[config.mk]
export PLATFORM = sky130hd
export DESIGN_NAME = turn_countdown_ctrl_flat
export DESIGN_NICKNAME = d
export VERILOG_FILES = /design/src/rtl/turn_countdown_ctrl_pkg.sv /design/src/rtl/turn_countdown_ctrl_if.sv /design/src/rtl/turn_countdown_ctrl_bcd_mmss_down.sv /design/src/rtl/turn_countdown_ctrl.sv /design/src/flat_wrapper.sv
export SDC_FILE = /design/constraint.sdc
export NUM_CORES = 1
export LEC_CHECK = 0
export ABC_AREA = 1
export BUFFER_PORTS_ARGS = -buffer_cell sky130_fd_sc_hd__buf_2
export CORE_UTILIZATION = 37
export CTS_BUF_LIST = sky130_fd_sc_hd__clkbuf_16
export CTS_CLUSTER_SIZE = 8
export DETAILED_ROUTE_END_ITERATION = 12
export PLACE_DENSITY_LB_ADDON = 0.15
export REMOVE_ABC_BUFFERS = 1
export SYNTH_ARGS = -nofsm -noshare
export SYNTH_HDL_FRONTEND = slang
export SYNTH_HIERARCHICAL = 1
export SYNTH_SLANG_ARGS = --single-unit
[constraint.sdc]
create_clock -name clock -period 2.8 [get_ports clock]
set_clock_uncertainty 0.2 [all_clocks]
set_input_delay 0.84 -clock clock [delete_from_list [all_inputs] [get_ports clock]]
set_output_delay 0.84 -clock clock [all_outputs]
set_load 0.03 [all_outputs]
[src/rtl/turn_countdown_ctrl_pkg.sv]
// -----------------------------------------------------------------------------
// turn_timer_pkg
// Shared definitions for the two-player turn countdown path.
//   state_t        : controller states (IDLE, RUN, EXPIRED)
//   DIGIT_W        : width of one BCD digit
//   DEFAULT_CLK_HZ : default system clock frequency
//   reload_*()     : M:SS reload digits derived from a seconds budget;
//                    evaluated at elaboration only
// -----------------------------------------------------------------------------
package turn_timer_pkg;

   typedef enum logic [1:0] {
      IDLE    = 2'd0,
      RUN     = 2'd1,
      EXPIRED = 2'd2
   } state_t;

   localparam int DIGIT_W        = 4;
   localparam int DEFAULT_CLK_HZ = 100_000_000;

   function automatic logic [DIGIT_W-1:0] reload_min(input int secs);
      return DIGIT_W'(secs / 60);
   endfunction

   function automatic logic [DIGIT_W-1:0] reload_tens(input int secs);
      return DIGIT_W'((secs % 60) / 10);
   endfunction

   function automatic logic [DIGIT_W-1:0] reload_ones(input int secs);
      return DIGIT_W'(secs % 10);
   endfunction

endpackage

[src/rtl/turn_countdown_ctrl_if.sv]
// -----------------------------------------------------------------------------
// turn_countdown_ctrl_if
// Groups the button input and the display/LED outputs of the turn controller.
//   btnC          : end-turn / start button level (debounced upstream)
//   led[1:0]      : player LEDs, led[0] = player 0 active
//   active_player : current turn owner
//   min_bcd, sec_tens_bcd, sec_ones_bcd : remaining time as M:SS BCD
//   turn_timeout  : one-cycle pulse, turn expired
//   turn_end      : one-cycle pulse, turn ended by button
// Modports: master = button source / display sink, slave = controller.
// -----------------------------------------------------------------------------
interface turn_countdown_ctrl_if;
   import turn_timer_pkg::*;

   logic               btnC;
   logic [1:0]         led;
   logic               active_player;
   logic [DIGIT_W-1:0] min_bcd;
   logic [DIGIT_W-1:0] sec_tens_bcd;
   logic [DIGIT_W-1:0] sec_ones_bcd;
   logic               turn_timeout;
   logic               turn_end;

   modport master (
      output btnC,
      input  led, active_player, min_bcd, sec_tens_bcd, sec_ones_bcd,
             turn_timeout, turn_end
   );

   modport slave (
      input  btnC,
      output led, active_player, min_bcd, sec_tens_bcd, sec_ones_bcd,
             turn_timeout, turn_end
   );

endinterface

[src/rtl/turn_countdown_ctrl_bcd_mmss_down.sv]
// -----------------------------------------------------------------------------
// bcd_mmss_down
// Loadable M:SS BCD down-counter.
//   clock, reset : system clock, synchronous active-high reset (loads reload)
//   load         : load the reload value (has priority over dec)
//   dec          : decrement by one second with BCD borrow
//   min_o, tens_o, ones_o : current digits
//   at_one       : count currently reads 0:01
// -----------------------------------------------------------------------------
module bcd_mmss_down
   import turn_timer_pkg::*;
#(
   parameter logic [DIGIT_W-1:0] MIN_R  = 4'd2,
   parameter logic [DIGIT_W-1:0] TENS_R = 4'd0,
   parameter logic [DIGIT_W-1:0] ONES_R = 4'd0
) (
   input  logic               clock,
   input  logic               reset,
   input  logic               load,
   input  logic               dec,
   output logic [DIGIT_W-1:0] min_o,
   output logic [DIGIT_W-1:0] tens_o,
   output logic [DIGIT_W-1:0] ones_o,
   output logic               at_one
);

   logic [DIGIT_W-1:0] min_q, min_d;
   logic [DIGIT_W-1:0] tens_q, tens_d;
   logic [DIGIT_W-1:0] ones_q, ones_d;
   logic               zero;

   assign zero = (min_q == '0) && (tens_q == '0) && (ones_q == '0);

   always_comb begin
      min_d  = min_q;
      tens_d = tens_q;
      ones_d = ones_q;
      if (load) begin
         min_d  = MIN_R;
         tens_d = TENS_R;
         ones_d = ONES_R;
      end else if (dec && !zero) begin
         // 0:00 holds so the minutes digit can never wrap.
         if (ones_q != '0) begin
            ones_d = ones_q - 1'b1;
         end else begin
            ones_d = DIGIT_W'(9);
            if (tens_q != '0) begin
               tens_d = tens_q - 1'b1;
            end else begin
               tens_d = DIGIT_W'(5);
               min_d  = min_q - 1'b1;
            end
         end
      end
   end

   always_ff @(posedge clock) begin
      if (reset) begin
         min_q  <= MIN_R;
         tens_q <= TENS_R;
         ones_q <= ONES_R;
      end else begin
         min_q  <= min_d;
         tens_q <= tens_d;
         ones_q <= ones_d;
      end
   end

   assign min_o  = min_q;
   assign tens_o = tens_q;
   assign ones_o = ones_q;
   assign at_one = (min_q == '0) && (tens_q == '0) && (ones_q == DIGIT_W'(1));

endmodule

[src/rtl/turn_countdown_ctrl.sv]
// -----------------------------------------------------------------------------
// turn_countdown_ctrl
// Two-player turn controller: counts the active player's turn down from
// TURN_SECONDS and hands over on an end-turn press or on timeout.
//   clock, reset : system clock, synchronous active-high reset
//   bus (slave)  : btnC in; led, active_player, M:SS BCD digits,
//                  turn_timeout and turn_end pulses out (all registered)
// Parameters: CLK_HZ (one tick every CLK_HZ cycles), TURN_SECONDS (1..599).
// -----------------------------------------------------------------------------
module turn_countdown_ctrl
   import turn_timer_pkg::*;
#(
   parameter int CLK_HZ       = DEFAULT_CLK_HZ,
   parameter int TURN_SECONDS = 120
) (
   input  logic                  clock,
   input  logic                  reset,
   turn_countdown_ctrl_if.slave  bus
);

   localparam int TICK_CYCLES = CLK_HZ;
   localparam int CNT_W       = (CLK_HZ > 1) ? $clog2(CLK_HZ) : 1;
   localparam logic [CNT_W-1:0]   CNT_LAST = CNT_W'(TICK_CYCLES - 1);
   localparam logic [DIGIT_W-1:0] RL_MIN   = reload_min(TURN_SECONDS);
   localparam logic [DIGIT_W-1:0] RL_TENS  = reload_tens(TURN_SECONDS);
   localparam logic [DIGIT_W-1:0] RL_ONES  = reload_ones(TURN_SECONDS);

   state_t           state_q, state_d;
   logic [CNT_W-1:0] cnt_q, cnt_d;
   logic             player_q, player_d;
   logic [1:0]       led_q, led_d;
   logic             timeout_q, timeout_d;
   logic             end_q, end_d;
   logic             btn_prev_q;
   logic             btn_edge;
   logic             tick;
   logic             load, dec;
   logic             at_one;

   assign btn_edge = bus.btnC & ~btn_prev_q;
   assign tick     = (state_q == RUN) && (cnt_q == CNT_LAST);

   always_comb begin
      state_d   = state_q;
      cnt_d     = cnt_q;
      player_d  = player_q;
      timeout_d = 1'b0;
      end_d     = 1'b0;
      load      = 1'b0;
      dec       = 1'b0;
      unique case (state_q)
         IDLE: begin
            load = 1'b1;
            if (btn_edge) begin
               state_d  = RUN;
               player_d = 1'b0;
               cnt_d    = '0;
            end
         end
         RUN: begin
            // A press beats a coincident tick, so a turn ended at 0:01
            // never shows 0:00 and never raises a timeout.
            if (btn_edge) begin
               player_d = ~player_q;
               load     = 1'b1;
               cnt_d    = '0;
               end_d    = 1'b1;
            end else if (tick) begin
               dec   = 1'b1;
               cnt_d = '0;
               if (at_one) begin
                  state_d   = EXPIRED;
                  timeout_d = 1'b1;
               end
            end else begin
               cnt_d = cnt_q + 1'b1;
            end
         end
         EXPIRED: begin
            // Single cycle showing 0:00; any press here is ignored.
            state_d  = RUN;
            player_d = ~player_q;
            load     = 1'b1;
            cnt_d    = '0;
         end
         default: begin
            state_d = IDLE;
         end
      endcase
      led_d = (state_d == IDLE) ? 2'b00 : {player_d, ~player_d};
   end

   always_ff @(posedge clock) begin
      if (reset) begin
         state_q    <= IDLE;
         cnt_q      <= '0;
         player_q   <= 1'b0;
         led_q      <= 2'b00;
         timeout_q  <= 1'b0;
         end_q      <= 1'b0;
         btn_prev_q <= 1'b0;
      end else begin
         state_q    <= state_d;
         cnt_q      <= cnt_d;
         player_q   <= player_d;
         led_q      <= led_d;
         timeout_q  <= timeout_d;
         end_q      <= end_d;
         btn_prev_q <= bus.btnC;
      end
   end

   logic [DIGIT_W-1:0] min_w, tens_w, ones_w;

   bcd_mmss_down #(
      .MIN_R  (RL_MIN),
      .TENS_R (RL_TENS),
      .ONES_R (RL_ONES)
   ) u_digits (
      .clock  (clock),
      .reset  (reset),
      .load   (load),
      .dec    (dec),
      .min_o  (min_w),
      .tens_o (tens_w),
      .ones_o (ones_w),
      .at_one (at_one)
   );

   assign bus.led           = led_q;
   assign bus.active_player = player_q;
   assign bus.min_bcd       = min_w;
   assign bus.sec_tens_bcd  = tens_w;
   assign bus.sec_ones_bcd  = ones_w;
   assign bus.turn_timeout  = timeout_q;
   assign bus.turn_end      = end_q;

endmodule

[src/flat_wrapper.sv]
// flat-port wrapper written by rule: the top's interface ports become plain ports
module turn_countdown_ctrl_flat import turn_timer_pkg::*;
#(
   parameter int CLK_HZ       = DEFAULT_CLK_HZ,
   parameter int TURN_SECONDS = 120
)
  (clock, reset, bus_btnC, bus_led, bus_active_player, bus_min_bcd, bus_sec_tens_bcd, bus_sec_ones_bcd, bus_turn_timeout, bus_turn_end);
  turn_countdown_ctrl_if bus_i ();
  input  logic clock;
  input  logic reset;
  input wire logic [$bits(bus_i.btnC)-1:0] bus_btnC;
  output wire logic [$bits(bus_i.led)-1:0] bus_led;
  output wire logic [$bits(bus_i.active_player)-1:0] bus_active_player;
  output wire logic [$bits(bus_i.min_bcd)-1:0] bus_min_bcd;
  output wire logic [$bits(bus_i.sec_tens_bcd)-1:0] bus_sec_tens_bcd;
  output wire logic [$bits(bus_i.sec_ones_bcd)-1:0] bus_sec_ones_bcd;
  output wire logic [$bits(bus_i.turn_timeout)-1:0] bus_turn_timeout;
  output wire logic [$bits(bus_i.turn_end)-1:0] bus_turn_end;
  assign bus_i.btnC = bus_btnC;
  assign bus_led = bus_i.led;
  assign bus_active_player = bus_i.active_player;
  assign bus_min_bcd = bus_i.min_bcd;
  assign bus_sec_tens_bcd = bus_i.sec_tens_bcd;
  assign bus_sec_ones_bcd = bus_i.sec_ones_bcd;
  assign bus_turn_timeout = bus_i.turn_timeout;
  assign bus_turn_end = bus_i.turn_end;
  turn_countdown_ctrl #(.CLK_HZ(CLK_HZ), .TURN_SECONDS(TURN_SECONDS)) u_core (.clock(clock), .reset(reset), .bus(bus_i));
endmodule
# Word-level counts from Yosys, hierarchy flattened
# Index checks and enable logic that the tools add are counted.
# W data, S select, Z words.
# totals
ff_bits	47
input_bits	3
output_inout_bits	17
wordCells	69
# op_classes
n_addsub	4
n_eq_ne	5
n_mux	20
n_bitwise	8
n_reduce_logical	22
# op_table
cell	count
$mux W27	3
$pmux W27 S3	1
$add A27 B1 Y27 const B	1
$eq A27 B27 Y1 const B	1
$logic_not A4 Y1	3
$sub A4 B1 Y4 const B	3
$mux W2	4
$mux W4	2
$reduce_bool A4 Y1	2
$reduce_or A2 Y1	4
$mux W1	7
$not A1 Y1	7
$pmux W2 S3	1
$logic_and A1 B1 Y1	5
$eq A4 B1 Y1 const B	1
$logic_not A2 Y1	2
$reduce_and A2 Y1	2
$reduce_or A4 Y1	1
$pmux W1 S3	1
$reduce_and A3 Y1	1
$reduce_bool A3 Y1	1
$eq A2 B1 Y1 const B	1
$eq A2 B2 Y1 const B	1
$ne A2 B1 Y1 const B	1
3 further kinds	3

# Logic depth before layout (Yosys ltp)
# logic_depth
depth_word	9
depth_mapped	11
mapped_depth_nobuf	11

# Hierarchy
# Netlist, hierarchy kept.
# modules_own_cells
mod	n_inst	cells_each	area_per_inst_um2	seq_area_each_um2
turn_countdown_ctrl	1	317	2102.0	700.7
bcd_mmss_down	1	102	749.5	240.2

# Worst setup path before layout
# OpenSTA, ideal clock, no wires.
# synth_timing
kind	input -> register
from	in bus_btnC
to	reg u_core.u_digits.tens_q[0] (netlist: u_core/u_digits/tens_o[0])
t_arrival_ps	2101
path_slack_ps	426
path_stages	6
n_path_buf	1
cell_sequence	nand2_1 nand2_1 nor3_2 buf_2 nand4_1 a21oi_1
# synth_between
elab_chain_len	5
# synth_rtl
item	line	text
start, declared	flat_wrapper.sv:11	input wire logic [$bits(bus_i.btnC)-1:0] bus_btnC;
$and A1 B1 Y1	turn_countdown_ctrl.sv:40	assign btn_edge = bus.btnC & ~btn_prev_q;
$mux W1	turn_countdown_ctrl.sv:63	if (btn_edge) begin
$mux W1	turn_countdown_ctrl.sv:51	unique case (state_q)
named net u_core.dec	turn_countdown_ctrl.sv:37	logic load, dec;
$logic_and A1 B1 Y1	turn_countdown_ctrl_bcd_mmss_down.sv:42	end else if (dec && !zero) begin
$reduce_and A2 Y1 (no line)	n/a	
end signal, assigned	turn_countdown_ctrl_bcd_mmss_down.sv:65	tens_q <= tens_d;
end, declared	turn_countdown_ctrl_bcd_mmss_down.sv:28	logic [DIGIT_W-1:0] tens_q, tens_d;
# The timed path passes the listed nets, and every way through them passes these cells.
# A chain may end at the register's enable or synchronous reset.

# Worst setup path after layout
# layout_timing
from	in bus_btnC
to	reg u_core.u_digits.ones_q[3] (netlist: u_core/u_digits/ones_o[3])
# layout_between
elab_chain_len	4
# layout_rtl
item	line	text
$and A1 B1 Y1	turn_countdown_ctrl.sv:40	
$mux W1	turn_countdown_ctrl.sv:63	
$mux W1	turn_countdown_ctrl.sv:51	
named net u_core.dec	turn_countdown_ctrl.sv:37	
$logic_and A1 B1 Y1	turn_countdown_ctrl_bcd_mmss_down.sv:42	
end signal, assigned	turn_countdown_ctrl_bcd_mmss_down.sv:66	ones_q <= ones_d;
end, declared	turn_countdown_ctrl_bcd_mmss_down.sv:29	logic [DIGIT_W-1:0] ones_q, ones_d;
# The timed path passes the listed nets, and every way through them passes these cells.

==> impl_metrics.py <==
metrics = {
    "status": {
        "status": "completed",
    },
    "timing": {
        "hold_viol": 0,
        "tightest_slew_ns": 0.558,
        "rsz0062_at_grt": "no",
        "whs_ns": 0.280,
        "finalSetupViolations": 0,
        "fin_tns_setup_ns": 0,
        "fmax_mhz": 470,
        "layout_min_cycle_time_ns": 2.13,
        "max_slew_margin_pct": 62.8,
        "maxSlewViolCount": 0,
        "min_period_over_period_pct": 76.0,
        "fin_ws_ns": 0.671,
    },
    "layout": {
        "finalNonFillerCells": 541,
        "drive_above_1_share_pct": 19.9,
        "antenna_cells": 0,
        "finish.utilization_pct": 43.3,
        "syn2layout_area_growth_pct": 11.8,
        "fillers": 799,
        "layout.nets": 448,
    },
    "clocking": {
        "cts_resized": 0,
        "clockBufferDepth": 2,
        "cts_hold_buf": 0,
        "path_clk_slew_ns": 0.07,
        "cts_root_buffer": "clkbuf_16",
        "clock_sinks": 47,
        "h-tree-depth": 2,
        "cts_setup_buffers": 0,
        "cts_tree": "yes",
        "cts_buffers": 5,
        "worstSkewPairLatency_ns": 0.29,
    },
    "synth": {
        "ys_ff_latch": 47,
        "netlist_instances": 419,
        "yosysUniqueCellTypes": 31,
        "yosysTopAreaCellShare_pct": 33.0,
        "syn_avg_cell_area_um2": 6.81,
        "async_flop_share_pct": 0,
        "synth_top_cells_by_area": "dfxtp_1, nand2_1, nor2_1",
        "yosysWarnings": 6,
        "synth_edf_count": 0,
        "seq_area_frac_synth_pct": 33.0,
        "synth_ff_type": "dfxtp_1",
        "yosys-top-cells-count": "nand2_1, dfxtp_1, nor2_1, inv_1, nand3_1",
        "synth_top_cell_by_area": "dfxtp_1",
        "synth.most_common_cell": "nand2_1",
        "syn_area_um2": 2850,
    },
    "floorplanning": {
        "start_util_pct": 38.7,
        "num_rows": 31,
        "dieArea_um2": 8060,
        "die_w_um": 89.8,
        "core_area_um2": 7370,
        "die_h_um": 89.8,
        "ioPinCount": 20,
    },
    "placement": {
        "dp_slack_ns": 0.343,
        "routabilityCongestion": 0.799,
        "hpwl_um": 5040,
        "dp.cells": 533,
        "port_buffers": 19,
    },
    "flow_run": {
        "max_cap_viol_count": 0,
    },
    "critical_path": {
        "path_class": "input port to flop",
        "startpoint_type": "input port",
        "critPathMaxFanout": 8,
        "worstPathArrival_ns": 2.09,
        "required_ns": 2.76,
        "critPathLaunch": "bus_btnC",
        "rrSetupSlack_ns": 0.76,
        "endpoint_kind": "flop",
        "r2r_start": "u_core/cnt_q[0]",
    },
    "global_routing": {
        "antenna_found_initial": 0,
        "grt_max_degree": 16,
        "grt_pass1_wl_um": 11700,
        "overflow": 0,
        "grt_pass1_vias": 2510,
        "gr-usage-all-layers_pct": 17.7,
    },
    "drt": {
        "ant_nets": 0,
        "dr.pass1.iters": 4,
        "drt_iter0_drc": 128,
        "vias": 2612,
        "routedWlPerCell_um": 12.2,
        "drt-total-wl_um": 6610,
        "viasPerCell": 4.83,
        "drc": 0,
    },
    "power": {
        "p_leak_uw": 0.00121,
        "ir_drop_mv": 0.229,
        "p_per_area_nw_per_um2": 423,
    },
    "worst_hold_path": {
        "hold_path_class": "flop to flop",
        "hp-start": "u_core/cnt_q[25]",
    },
}
[power breakdown]
group	total, uW	switching (uW)	internal (uW)	leakage, uW
Sequential	678	3.70	674	0.000380
Clock	592	261	331	0.0000740
Combinational	78.7	60.7	18.1	0.000759
Total	1350	325	1020	0.00121
[critical path, stage by stage]
cell and delay (ns):
buf_2 0.10, nand2_1 0.21, nand2_1 0.18, nor3_2 0.20, buf_4 0.19, buf_4 0.18
nand2_4 0.07, nand2_1 0.07, a21oi_2 0.05
[through the flow]
step	power, uW	cell area [um^2]
floorplan	746	2800
global placement	773	3050
detailed placement	774	3050
CTS	1370	3190
global route	1410	3190
finish	1350	3190
[cells by family (layout without fill, tap and decap cells)]
kind of cell	count (synthesis)	count (layout)	share of synthesized area, %
flops	47	47	33.0
buf+inv	59	82	8.69
simple gates	260	260	45.2
compound gates	35	35	7.02
xor+xnor	14	14	4.30
fa+ha+maj	4	4	1.76
[layout by cell type, fill, tap and decap left out, types with 4 or more instances in the layout]
| cell | count |
|---|---|
| nand2_1 | 109 |
| nand2_4 | 7 |
| nor2_1 | 46 |
| nor3_1 | 4 |
| nor2_2 | 19 |
| inv_1 | 44 |
| a21oi_1 | 21 |
| nand2_2 | 10 |
| ha_1 | 4 |
| nor2_4 | 6 |
| o21ai_0 | 6 |
| buf_2 | 19 |
| nand4_1 | 17 |
| dfxtp_1 | 47 |
| clkbuf_16 | 5 |
| a21oi_2 | 4 |
| nand3_1 | 31 |
| inv_2 | 6 |
| xor2_1 | 13 |
[area by class of cell]
cell class / count / area, um^2 / area share (%)
well taps: 99 / 124 / 3.88
clock buffers: 5 / 125 / 3.92
repair buffers: 22 / 118 / 3.69
multi-input cells: 313 / 1660 / 52.1
flip-flops and latches: 47 / 941 / 29.5
inverters: 52 / 200 / 6.28
clock inverters: 3 / 18.8 / 0.588
[final timing paths]
| kind | to | cells past startpoint |
|---|---|---|
| min | u_core/cnt_q[25] | 2 |
| max reg2reg | u_core/u_digits/ones_o[3] | 12 |
| min reg2reg | u_core/cnt_q[25] | 2 |
| max | u_core/u_digits/ones_o[3] | 9 |
[routing by layer]
layer / wire (um) / part of all wire (%) / global-route usage (%)
met5: 0 / 0 / 0
met4: 66 / 1.0 / 5.05
met3: 230 / 3.5 / 3.55
met2: 2920 / 44 / 28.2
met1: 3390 / 51 / 24.2
[flip-flops by register name (all words and copies together), names as in the netlist]
register and flops:
u_core/btn_prev_q 1, u_core/bus.active_player 1, u_core/bus.led 2, u_core/bus.turn_end 1, u_core/bus.turn_timeout 1, u_core/cnt_q 27
u_core/state_q 2, u_core/u_digits/min_o 4, u_core/u_digits/ones_o 4, u_core/u_digits/tens_o 4
Power figures use the tool's default switching activity.
